### src/rtl/udma_qspi_cmd_arb.sv
// udma_qspi_cmd_arb: packet-level round-robin arbiter sharing the uDMA QSPI command stream
// Ports: sys_clk_i/rst_i clock and async active-high reset; req_valid_i/req_data_i/req_last_i/req_ready_o
// per-requester command words; cmd_valid_o/cmd_data_o/cmd_ready_i shared command channel to the SPI master;
// spi_eot_i end-of-transfer pulse in; req_eot_o EOT routed to the owner; timeout_o watchdog pulse;
// busy_o high outside IDLE; owner_o current or last granted requester.
module udma_qspi_cmd_arb #(
  parameter int NB_REQ = 4,
  parameter int DATA_W = 32,
  parameter int EOT_TIMEOUT = 4096,
  localparam int IDW = $clog2(NB_REQ)
) (
  input  logic                     sys_clk_i,
  input  logic                     rst_i,
  input  logic [NB_REQ-1:0]        req_valid_i,
  input  logic [NB_REQ*DATA_W-1:0] req_data_i,
  input  logic [NB_REQ-1:0]        req_last_i,
  output logic [NB_REQ-1:0]        req_ready_o,
  output logic                     cmd_valid_o,
  output logic [DATA_W-1:0]        cmd_data_o,
  input  logic                     cmd_ready_i,
  input  logic                     spi_eot_i,
  output logic [NB_REQ-1:0]        req_eot_o,
  output logic                     timeout_o,
  output logic                     busy_o,
  output logic [IDW-1:0]           owner_o
);
  localparam int TW = EOT_TIMEOUT > 0 ? $clog2(EOT_TIMEOUT + 1) : 1;
  typedef enum logic [1:0] {IDLE, XFER, WAIT_EOT} state_t;
  state_t state_q, state_d;
  logic [IDW-1:0] owner_q, owner_d, rr_q, rr_d, gnt, c;
  logic [TW-1:0] timer_q, timer_d;
  logic [NB_REQ-1:0] eot_q, eot_d;
  logic to_q, to_d, hs, expire;
  logic [DATA_W-1:0] words [NB_REQ];
  for (genvar i = 0; i < NB_REQ; i++) begin : g_w
    assign words[i] = req_data_i[i*DATA_W +: DATA_W];
  end
  assign cmd_valid_o = (state_q == XFER) && req_valid_i[owner_q];
  assign cmd_data_o  = cmd_valid_o ? words[owner_q] : '0;
  assign req_ready_o = (state_q == XFER) ? NB_REQ'(cmd_ready_i) << owner_q : '0;
  assign hs          = cmd_valid_o & cmd_ready_i;
  assign expire      = (EOT_TIMEOUT != 0) && (timer_q == TW'(EOT_TIMEOUT - 1));
  assign busy_o      = state_q != IDLE;
  assign owner_o     = owner_q;
  assign req_eot_o   = eot_q;
  assign timeout_o   = to_q;
  // scan downwards so the candidate closest after rr_q is the one left standing
  always_comb begin
    gnt = rr_q;
    c = '0;
    for (int k = NB_REQ - 1; k >= 0; k--) begin
      c = IDW'((int'(rr_q) + 1 + k) % NB_REQ);
      if (req_valid_i[c]) gnt = c;
    end
  end
  always_comb begin
    state_d = state_q;
    owner_d = owner_q;
    rr_d    = rr_q;
    timer_d = timer_q;
    eot_d   = '0;
    to_d    = 1'b0;
    case (state_q)
      IDLE: if (|req_valid_i) begin
        owner_d = gnt;
        rr_d    = gnt;
        state_d = XFER;
      end
      XFER: if (hs && req_last_i[owner_q]) begin
        state_d = WAIT_EOT;
        timer_d = '0;
      end
      WAIT_EOT: begin
        timer_d = timer_q + TW'(timer_q != '1);
        if (spi_eot_i) begin
          eot_d   = NB_REQ'(1) << owner_q;
          state_d = IDLE;
        end else if (expire) begin
          to_d    = 1'b1;
          state_d = IDLE;
        end
      end
      default: state_d = IDLE;
    endcase
  end
  always_ff @(posedge sys_clk_i or posedge rst_i) begin
    if (rst_i) begin
      state_q <= IDLE;
      owner_q <= '0;
      rr_q    <= IDW'(NB_REQ - 1);
      timer_q <= '0;
      eot_q   <= '0;
      to_q    <= 1'b0;
    end else begin
      state_q <= state_d;
      owner_q <= owner_d;
      rr_q    <= rr_d;
      timer_q <= timer_d;
      eot_q   <= eot_d;
      to_q    <= to_d;
    end
  end
endmodule
### config.mk
export PLATFORM = sky130hd
export DESIGN_NAME = udma_qspi_cmd_arb
export DESIGN_NICKNAME = d
export VERILOG_FILES = /design/src/rtl/udma_qspi_cmd_arb.sv
export SDC_FILE = /design/constraint.sdc
export NUM_CORES = 1
export LEC_CHECK = 0
export CAP_MARGIN = 20
export CORE_AREA = 2 2 91 93
export CTS_BUF_LIST = sky130_fd_sc_hd__clkbuf_4 sky130_fd_sc_hd__clkbuf_8 sky130_fd_sc_hd__clkbuf_16
export DETAILED_ROUTE_END_ITERATION = 10
export DIE_AREA = 0 0 93 95
export GPL_TIMING_DRIVEN = 1
export PLACE_DENSITY_LB_ADDON = 0.25
export SLEW_MARGIN = 20
export SYNTH_ARGS = -nofsm -noshare
export SYNTH_HDL_FRONTEND = slang
export SYNTH_SLANG_ARGS = --single-unit
### constraint.sdc
create_clock -name sys_clk_i -period 5.6 [get_ports sys_clk_i]
set_clock_uncertainty 0.1 [all_clocks]
set_input_delay 0.84 -clock sys_clk_i [delete_from_list [all_inputs] [get_ports sys_clk_i]]
set_output_delay 0.84 -clock sys_clk_i [all_outputs]
set_load 0.05 [all_outputs]
# Word-level counts from Yosys, hierarchy flattened
# Cells that the tools add are included.
# totals
register_bits,24
in_bits,140
wordCells,70
# classes
addsub,5
order_cmp,6
n_eq_ne,7
n_shift,2
n_mux,33
bitwise_logic,2
n_reduce_logical,9
# ops
cell,count
$mux W32,3
$bmux W32 S2,1
$pmux W13 S2,1
$mux W2,8
$lt A2 B3 Y1 const B,5
$add A13 B1 Y13,1
$eq A13 B12 Y1 const B,1
$mux W13,1
$ne A13 B13 Y1 const B,1
$bmux W1 S2,6
$mux W4,3
$mux W1,9
$pmux W2 S3,1
$add A2 B1 Y2 const B,2
$add A2 B2 Y2 const B,2
$reduce_and A2 Y1,2
$reduce_bool A2 Y1,2
$reduce_or A4 Y1,1
$shl A1 B2 Y4,1
$shl A1 B2 Y4 const A,1
$ge A3 B3 Y1 const B,1
$ne A3 B3 Y1 const B,1
$not A2 Y3,1
$reduce_and A3 Y1,1
7 further kinds,8

# Longest topological paths before layout
# logic_depth
word_depth,8
mapped_depth,9
depth_no_buf,9

# Worst setup path after synthesis
# OpenSTA, ideal clock, no wires.
# synth_path
kind,reg2out
start,"register owner_q[1], in the netlist owner_o[1]"
end,output req_ready_o[0]
arrival_ns,2.179
slack_ns,2.481
stages_incl_launch_ff,4
n_path_buf,2
cell_sequence,dfrtp_1 -> buf_2 -> buf_1 -> nor3_1
# synth_via
elab_chain_len,2
# synth_lines
element,line_no,text
"start, declared",30,"logic [IDW-1:0] owner_q, owner_d, rr_q, rr_d, gnt, c;"
"start signal, assigned",96,owner_q <= owner_d;
$shl A1 B2 Y4,40,assign req_ready_o = (state_q == XFER) ? NB_REQ'(cmd_ready_i) << owner_q : '0;
$mux W4,40,
"end, declared",17,"output logic [NB_REQ-1:0] req_ready_o,"
# No other way between the ends.

# Worst setup path in the final report
# layout_path
start,input req_valid_i[1]
end,output cmd_data_o[22]
# layout_via
elab_chain_len,4
# layout_lines
element,line_no,text
"start, declared",14,"input logic [NB_REQ-1:0] req_valid_i,"
$bmux W1 S2,38,assign cmd_valid_o = (state_q == XFER) && req_valid_i[owner_q];
$mux W1 (not written as such),38,
$logic_and A1 B1 Y1,38,
$mux W32,39,assign cmd_data_o = cmd_valid_o ? words[owner_q] : '0;
"end, declared",19,"output logic [DATA_W-1:0] cmd_data_o,"
# No other way between the ends. The select of a mux whose other input is x is not followed.

==> out/summary.md <==
The number of nets in the synthesized netlist is 367. For the clock buffer count from CTS, the log shows 3. Dividing the synthesized area by the synthesized cell count gives 10.3 um2.

The cell count of the worst hold path was 1. The tools report the area inside the core boundary as 7930 um2. In the synthesized netlist, mux cells make up 33.2% of the area.

Routability-driven placement finished with a final weighted congestion of 0.751. Summing the areas of all fa, ha and maj instances in the mapped netlist gives 1.08% of the synthesized area. The startpoint identified for the worst register-to-register timing path is owner_o[1]. The worst setup path is captured at an output pin. The maximum clock rate came out at 226 MHz.

The worst reg2reg path endpoint was timer_q[2]. The area of the die is 8840 um2. The number of synthesized flops with an enable pin was 0.

Across the VDD grid, the largest voltage drop is 0.000394 V. In the final routed layout, each cell accounts on average for 18.9 um. The number of hold buffers added after CTS was 0.

For the remaining max-slew budget at the tightest pin, the log shows 35.2%. Largest family of logic cells by synthesized area: multiplexers. The post-detailed-route count of antenna-violating nets was 0; the die height was 95 um. The slowest stage of the critical path is the mux4_1 cell.

The share of synthesized area occupied by flip-flops and latches was 26.0%. The flow ran to the end, and the final reports show no timing, DRC or antenna violations. The hold violation total from the final report is 0. The count of endpoints failing setup in the final report came out at 0. For this run, the post-layout net count is 541.

Share of async-settable or async-resettable flops after synthesis: 100%. The later pin in the worst-skew pair is clocked with a latency of 0.26 ns. Dividing total power by cell area gives a power density of 445 nW/um2. The simple logic cell fraction of the synthesized area is 25.0%, and the biggest fanout along the worst timing path is 33. Start-to-end type of the worst setup path: in2out. Data on the critical path is required at its endpoint by 4.66 ns. Input and output buffers added on the ports amount to 184. The detailed-placement wirelength estimate is 7580 um, and the via count is 2666. The tools report the final count of pins violating max slew as 0.

The layout cell share with drive strength beyond 1 was 12.6%; the post-CTS setup-driven buffer insertion count was 0. The most common cell after layout, fill and taps aside is clkdlybuf4s50_1. The tools report the internal reg-to-reg setup slack as 3.12 ns. The tool flagged a number of max-cap violations equal to 0. Summing the areas of all compound-gate instances in the mapped netlist gives 10.7% of the synthesized area.

The cell depth of the worst flop-to-flop path was 3; the initial cell density of the core was 29.2%. In the layout the commonest cells are 184 x clkdlybuf4s50_1, 36 x and3_1, 33 x mux4_2, 21 x nand2_1, 20 x dfrtp_1. 185 I/O pins were placed.

Adding up every negative setup slack in the final design gives 0 ns. Post-CTS repair changed the size of 0 cells. Clock-pin slew was measured on the worst setup and hold paths at 0.09 ns. The logs give 13800 um for the first-pass GRT wire length and 0 for the Yosys warning count.

In the routed design, unresolved DRC markers number 0. Summed over all layers, the global routing overflow is 0. The worst setup path is launched from an input pin. The type of the worst min-delay path is reg2reg. The delay of the slowest critical-path stage was 0.91 ns. The synthesis-to-finish area growth was 85.3%; the number of distinct library cells after synthesis was 38.

The standby leakage power is 1.70 nW, and the die width is 93 um. The buffer cell driving the clock tree root was clkbuf_8. The largest net degree at the start of global routing was 42.

The run gives 0.415 ns as the final worst hold slack. The most area-hungry cell type in the Yosys netlist is mux4_2. The run gives 67 as the starting DRC count in detailed routing. Counting stages on the worst path, the most repeated cell is clkdlybuf4s50_1. The via count of the first global-routing pass was 2554; the detailed-route wire length was 9510 um. The number of antenna violations at the first check in global routing is 1, and the post-placement cell area is 4240 um2. Combined global-route utilization of all metal layers: 20.0%.

At the worst endpoint, the arrival time is 3.49 ns. After layout, the worst path uses 79.1% of the clock period. For the number of standard cells after synthesis, the log shows 225. Dividing the detail-routed via count by the number of cells gives 5.29. The finished cells cover 4300 um2.

The post-synthesis register bit count came out at 24. Sorting the synthesized cells by area gives the leading types as mux4_2 32%, dfrtp_1 24%, and3_1 9.7%, nand2_1 3.4%, o21ai_0 2.8%. Once placement completed, the tool counted placed cells totaling 499.

The smallest clock period supported by the final layout is computed as 4.43 ns. The launch instance of the worst min-delay path was timer_q[12]. Row generation in the floorplan step produced 33 rows.

After Yosys synthesis, XOR and XNOR cells account for 0% of the synthesized area. After the flow finishes, the layout carries non-filler instances totaling 504. After synthesis, the largest area contributor takes up 32.1% of total cell area. The critical path goes through clkdlybuf4s50_1 -> mux4_1 -> and3_1 -> clkdlybuf4s50_1. For the pin with the worst max-slew slack, the measured transition is 0.969 ns.

The most common flop cell mapped by yosys is dfrtp_1. Before antenna repair, the detailed router went through 4 iterations. TritonCTS built the clock tree.

The number of buffers between clock root and the deepest sink was 2; the total number of H-tree levels was 1. The mapped netlist covers 2320 um2. For hold timing, the worst endpoint is timeout_o. The tree built by TritonCTS fans out to 24 sinks. Setup repair after global routing left no endpoint under its margin.
-- power breakdown --
group          switching [W]  total (W)  internal, W
logic               0.000836    0.00148     0.000643
clock network      0.0000546   0.000117    0.0000627
registers          0.0000966   0.000317     0.000220
total               0.000987    0.00191     0.000926
-- worst max-delay path by stage --
stage / startpoint / to / slack (ns)
floorplan: owner_o[1] / req_ready_o[0] / 2.48
detailed placement: req_valid_i[1] / cmd_data_o[22] / 1.16
global route: req_valid_i[3] / cmd_data_o[22] / 0.98
global placement: req_valid_i[3] / cmd_data_o[22] / 1.28
finish: req_valid_i[1] / cmd_data_o[22] / 1.17
CTS: req_valid_i[1] / cmd_data_o[22] / 1.15
-- kinds of logic after synthesis --
kind of cell | count (synthesis)
mux | 34
simple gates | 106
fa+ha+maj | 2
compound gates | 37
buf+inv | 22
flops | 24
-- Yosys cell counts (all sizes together) (4+ instances only) --
| cell | count |
|---|---|
| and3 | 36 |
| mux4 | 34 |
| dfrtp | 22 |
| nand2 | 21 |
| o21ai | 13 |
| nor2 | 12 |
| clkbuf | 11 |
| o211ai | 7 |
| buf | 6 |
| nand3 | 6 |
| inv | 5 |
| nand2b | 5 |
| nand4 | 5 |
| nor2b | 4 |
| nor3 | 4 |
| or2 | 4 |
-- state kept, by name (all words and copies together), names as in the netlist --
name,cells
owner_o,2
req_eot_o,4
rr_q,2
state_q,2
timeout_o,1
timer_q,13
-- layer usage --
layer	global-route usage, %	vias up	part of all wire, %
li1	-	1241	-
met1	26.4	1303	40
met2	34.9	114	52
met3	3.59	8	7.2
met4	3.68	0	0.97
met5	0	-	0
-- worst max-delay path: cells and delay by family --
family / cells / cell delay, ns
buf+inv: 2 / 1.40
mux: 1 / 0.91
simple gates: 1 / 0.33
-- stage by stage --
stage          util (%)  setup slack [ns]  total power, W
2_1_floorplan         -              2.48         0.00133
5_1_grt            54.2             0.981         0.00202
3_5_place_dp       53.5              1.16         0.00181
3_3_place_gp       53.5              1.28         0.00180
4_1_cts            54.2              1.15         0.00193
6_report           54.2              1.17         0.00191
-- cell type report --
| type | count | area [um2] |
|---|---|---|
| tap | 105 | 131 |
| sequential | 24 | 606 |
| clock buffer | 4 | 55.1 |
| fill | 711 | 3630 |
| multi-input combinational | 179 | 1630 |
| timing repair buffer | 186 | 1860 |
| antenna | 1 | 2.50 |
| inverter | 5 | 18.8 |
(Power assumes the default switching activity.)
==> patch 1, RTL diff (config.mk and constraints unchanged) <==
Change the parameter `DATA_W` from 32 to 48.
--- a/src/rtl/udma_qspi_cmd_arb.sv
+++ b/src/rtl/udma_qspi_cmd_arb.sv
@@ -5,7 +5,7 @@
 // busy_o high outside IDLE; owner_o current or last granted requester.
 module udma_qspi_cmd_arb #(
   parameter int NB_REQ = 4,
-  parameter int DATA_W = 32,
+  parameter int DATA_W = 48,
   parameter int EOT_TIMEOUT = 4096,
   localparam int IDW = $clog2(NB_REQ)
 ) (
Ports: changed (resized cmd_data_o and req_data_i); port bits go from 185 to 265. No check against the original RTL was run, so the function may have changed too.
==> patch 1 against the unedited design <==
Via count grew 31%; sequential cell count unchanged; largest power group unchanged; final area is 30% higher; total power grew 33%; area after synthesis is 23% higher; critical path type unchanged; utilization increased by 16 points; register-to-register slack got worse by 0.03 ns; non-clock buffer count up 82; routed wire length rose by 42%; worst setup slack gained 0.22 ns.
==> patch 1: results (changes against the unedited design) <==
Hpwl dp - 11100 um (was 7580 um)
Max_slew headroom - 38.5% (was 35.2%)
Worst flop-to-flop path endpoint - timer_q[11] (was timer_q[2])
Library cells used by synthesis - 39 (was 38)
Antenna violations before repair - 0 (was 1)
Syn_nets - 476 (was 367)
Dominant cells by area after synthesis - mux4_2, dfrtp_1, and3_1, nand2_1, clkbuf_1 (was mux4_2, dfrtp_1, and3_1, nand2_1, o21ai_0)
Vias in the first global route - 3397 (was 2554)
Maximum vdd ir drop - 0.242 mV (was 0.394 mV)
Post-synthesis compound-gate area fraction - 9.07% (was 10.7%)
Final #Nets - 722 (was 541)
Fraction of layout cells with a size suffix above 1 - 12.6% (about the same)
CP Max Fanout - 44 (was 33)
Adder-cell share of the synthesized area - 0.881% (was 1.08%)
GR Util All Layers - 29.7% (was 20.0%)
Status - finished, final reports clean (unchanged)
Post-route setup slack - 1.39 ns (was 1.17 ns)
WP data arrival - 3.27 ns (was 3.49 ns)
Register area share after synthesis - 21.2% (was 26.0%)
Met2 GRT Util - 47.5% (was 34.9%)
Top cells by count, synth - and3_1, mux4_2, nand2_1 (was and3_1, mux4_2, dfrtp_1)
DR WL/cell - 21.7 um (was 18.9 um)
PortBufs - 264 (was 184)
FF-to-FF path depth - 4 (was 3)
Iteration-0 DRC Markers - 215 (was 67)
Worst Setup EP - cmd_data_o[45] (was cmd_data_o[22])
Placer Congestion - 0.933 (was 0.751)
First-pass GRT wire length - 19800 um (was 13800 um)
[patch 1: changes by cell type after synthesis, moves of 3 or more]
cell	delta
clkbuf_1	+7
buf_2	+5
mux4_2	+16
and3_1	+15
o21ai_0	-4
nand2_1	+3
[patch 1: routing by layer]
metal / up-vias / share of wire, %
li1: 1578 / -
met1: 1724 / 41
met2: 157 / 49
met3: 21 / 7.9
met4: 0 / 2.3
met5: - / 0
[patch 1: power by group through the flow]
| stage | clock network, uW | logic (uW) | registers, uW |
|---|---|---|---|
| after floorplan | 0 | 1490 | 285 |
| after global placement | 0 | 2110 | 309 |
| after detailed placement | 0 | 2130 | 314 |
| after CTS | 120 | 2130 | 311 |
| after global routing | 127 | 2240 | 326 |
| final | 119 | 2130 | 310 |
[patch 1: final cells by class]
class	count	area, sq um	area share (%)
antenna	1	2.50	0.0447
clock buffer	4	55.1	0.983
inverter	5	18.8	0.335
multi-input combinational	214	2110	37.7
sequential	24	608	10.9
tap	105	131	2.35
timing repair buffer	268	2670	47.7
[patch 1: critical path: stages]
cell and delay [ns]:
clkdlybuf4s50_1 0.51, mux4_1 0.65, buf_4 0.30, and3_1 0.23
clkdlybuf4s50_1 0.72
[patch 1: cell families (layout without fill, tap and decap cells)]
logic type / Yosys count / in the layout
simple gates: 124 / 124
mux: 51 / 51
compound gates: 37 / 37
buf+inv: 32 / 277
flops: 24 / 24
fa+ha+maj: 2 / 2
other cells: 0 / 1
[patch 1: worst min-delay path by stage]
stage | slack [ns] | depth (start not counted) | endpoint | startpoint
floorplan | 0.37 | 1 | timer_q[9] | timer_q[9]
global placement | 0.41 | 1 | timer_q[10] | timer_q[10]
detailed placement | 0.42 | 1 | timer_q[9] | timer_q[9]
CTS | 0.43 | 1 | timer_q[9] | timer_q[9]
global route | 0.45 | 1 | timer_q[10] | timer_q[10]
finish | 0.43 | 1 | timer_q[9] | timer_q[9]
[patch 1: metrics by stage]
step	total power [uW]	area [sq um]	hold slack [ns]	std cells
2_1_floorplan	1780	2840	0.371	270
3_3_place_gp	2420	5540	0.406	616
3_5_place_dp	2440	5540	0.423	616
4_1_cts	2560	5600	0.435	620
5_1_grt	2690	5600	0.454	620
6_report	2550	5600	0.433	621
==> patch 2, RTL diff (config.mk and constraints unchanged) <==
Made on the original files. Re-encode `state_t` (3 states) as one-hot, 3 bits wide.
--- a/src/rtl/udma_qspi_cmd_arb.sv
+++ b/src/rtl/udma_qspi_cmd_arb.sv
@@ -25,7 +25,7 @@
   output logic [IDW-1:0]           owner_o
 );
   localparam int TW = EOT_TIMEOUT > 0 ? $clog2(EOT_TIMEOUT + 1) : 1;
-  typedef enum logic [1:0] {IDLE, XFER, WAIT_EOT} state_t;
+  typedef enum logic [2:0] {IDLE = 3'b001, XFER = 3'b010, WAIT_EOT = 3'b100} state_t;
   state_t state_q, state_d;
   logic [IDW-1:0] owner_q, owner_d, rr_q, rr_d, gnt, c;
   logic [TW-1:0] timer_q, timer_d;
Function: no difference found for any inputs over 4 cycles, from zero or initial values and one cycle with rst_i high; so few cycles prove little.
==> patch 2 against the unedited design <==
Utilization up 0.73 points; total power is 16% lower; die area unchanged; routed wire length down 1.8%; critical path depth stayed put; sequential cell count rose by 1; combinational power shrank 23%; area after synthesis grew 3.7%; register-to-register slack improved by 0.02 ns; non-clock buffer count rose by 1; worst setup slack gained 0.30 ns; final area up 1.3%; largest cell class unchanged.
==> patch 2: results (changes against the unedited design) <==
Vias in the first global route - 2726 (was 2554)
Post-Place Setup Slack - 1.45 ns (was 1.16 ns)
CP Max Fanout - 36 (was 33)
Ant diodes - 0 (was 1)
First-pass GRT wire length - 14300 um (was 13800 um)
Status - finished, final reports clean (unchanged)
Pwr/cell area - 370 mW/mm^2 (was 445 mW/mm^2)
WP data arrival - 3.19 ns (was 3.49 ns)
Lkg Pwr - 0.00171 uW (was 0.00170 uW)
Clock network share of area - 1.06% (was 1.28%)
Non-Filler Instances - 506 (was 504)
Worst-Margin Slew - 0.955 ns (was 0.969 ns)
Top cells by count, synth - and3_1, mux4_2, dfrtp_1 (unchanged)
M3 GR Usage - 6.70% (was 3.59%)
Met2 routed WL - 4700 um (was 4970 um)
Area growth syn-to-layout - 81.0% (was 85.3%)
Via density - 5.32 (was 5.29)
Bufs w/o clock - 187 (was 186)
Multi-input logic area - 0.00166 sq mm (was 0.00163 sq mm)
Multi-input comb cells - 180 (was 179)
Library cells used by synthesis - 41 (was 38)
Non-Clock Buffer Area Fraction - 42.8% (was 43.2%)
Dominant cells by area after synthesis - mux4_2, dfrtp_1, and3_1, dfstp_2, nand2_1 (was mux4_2, dfrtp_1, and3_1, nand2_1, o21ai_0)
# fillers - 713 (was 711)
Syn avg cell area - 10.5 sq um (was 10.3 sq um)
## patch 2: cell types whose count changed in the layout (fill, tap and decap cells not counted), sizes merged, moves of 4 or more
cell    change
a21oi       +7
o211ai      -7
xor2        +4
o21ai       -4
nor2        +6
nand3       -5
## patch 2: logic make-up after synthesis
kind of cell | count (synthesis) | synth area share, %
mux | 36 | 32.7
buf+inv | 25 | 4.99
compound gates | 35 | 9.57
simple gates | 103 | 24.1
fa+ha+maj | 2 | 1.04
xor+xnor | 4 | 1.46
flops | 25 | 26.2
## patch 2: path summary, 6_finish.rpt
check                                from              to  cells after the start  slack [ns]
setup reg to reg               owner_o[0]     timer_q[12]                      4        3.14
hold reg to reg               timer_q[10]     timer_q[10]                      1        0.40
min in group asynchronous           rst_i      owner_o[1]                      2        0.97
setup / recovery           req_valid_i[3]  cmd_data_o[21]                      4        1.47
hold / removal                timer_q[10]     timer_q[10]                      1        0.40
max in group asynchronous           rst_i      owner_o[0]                      2        3.80
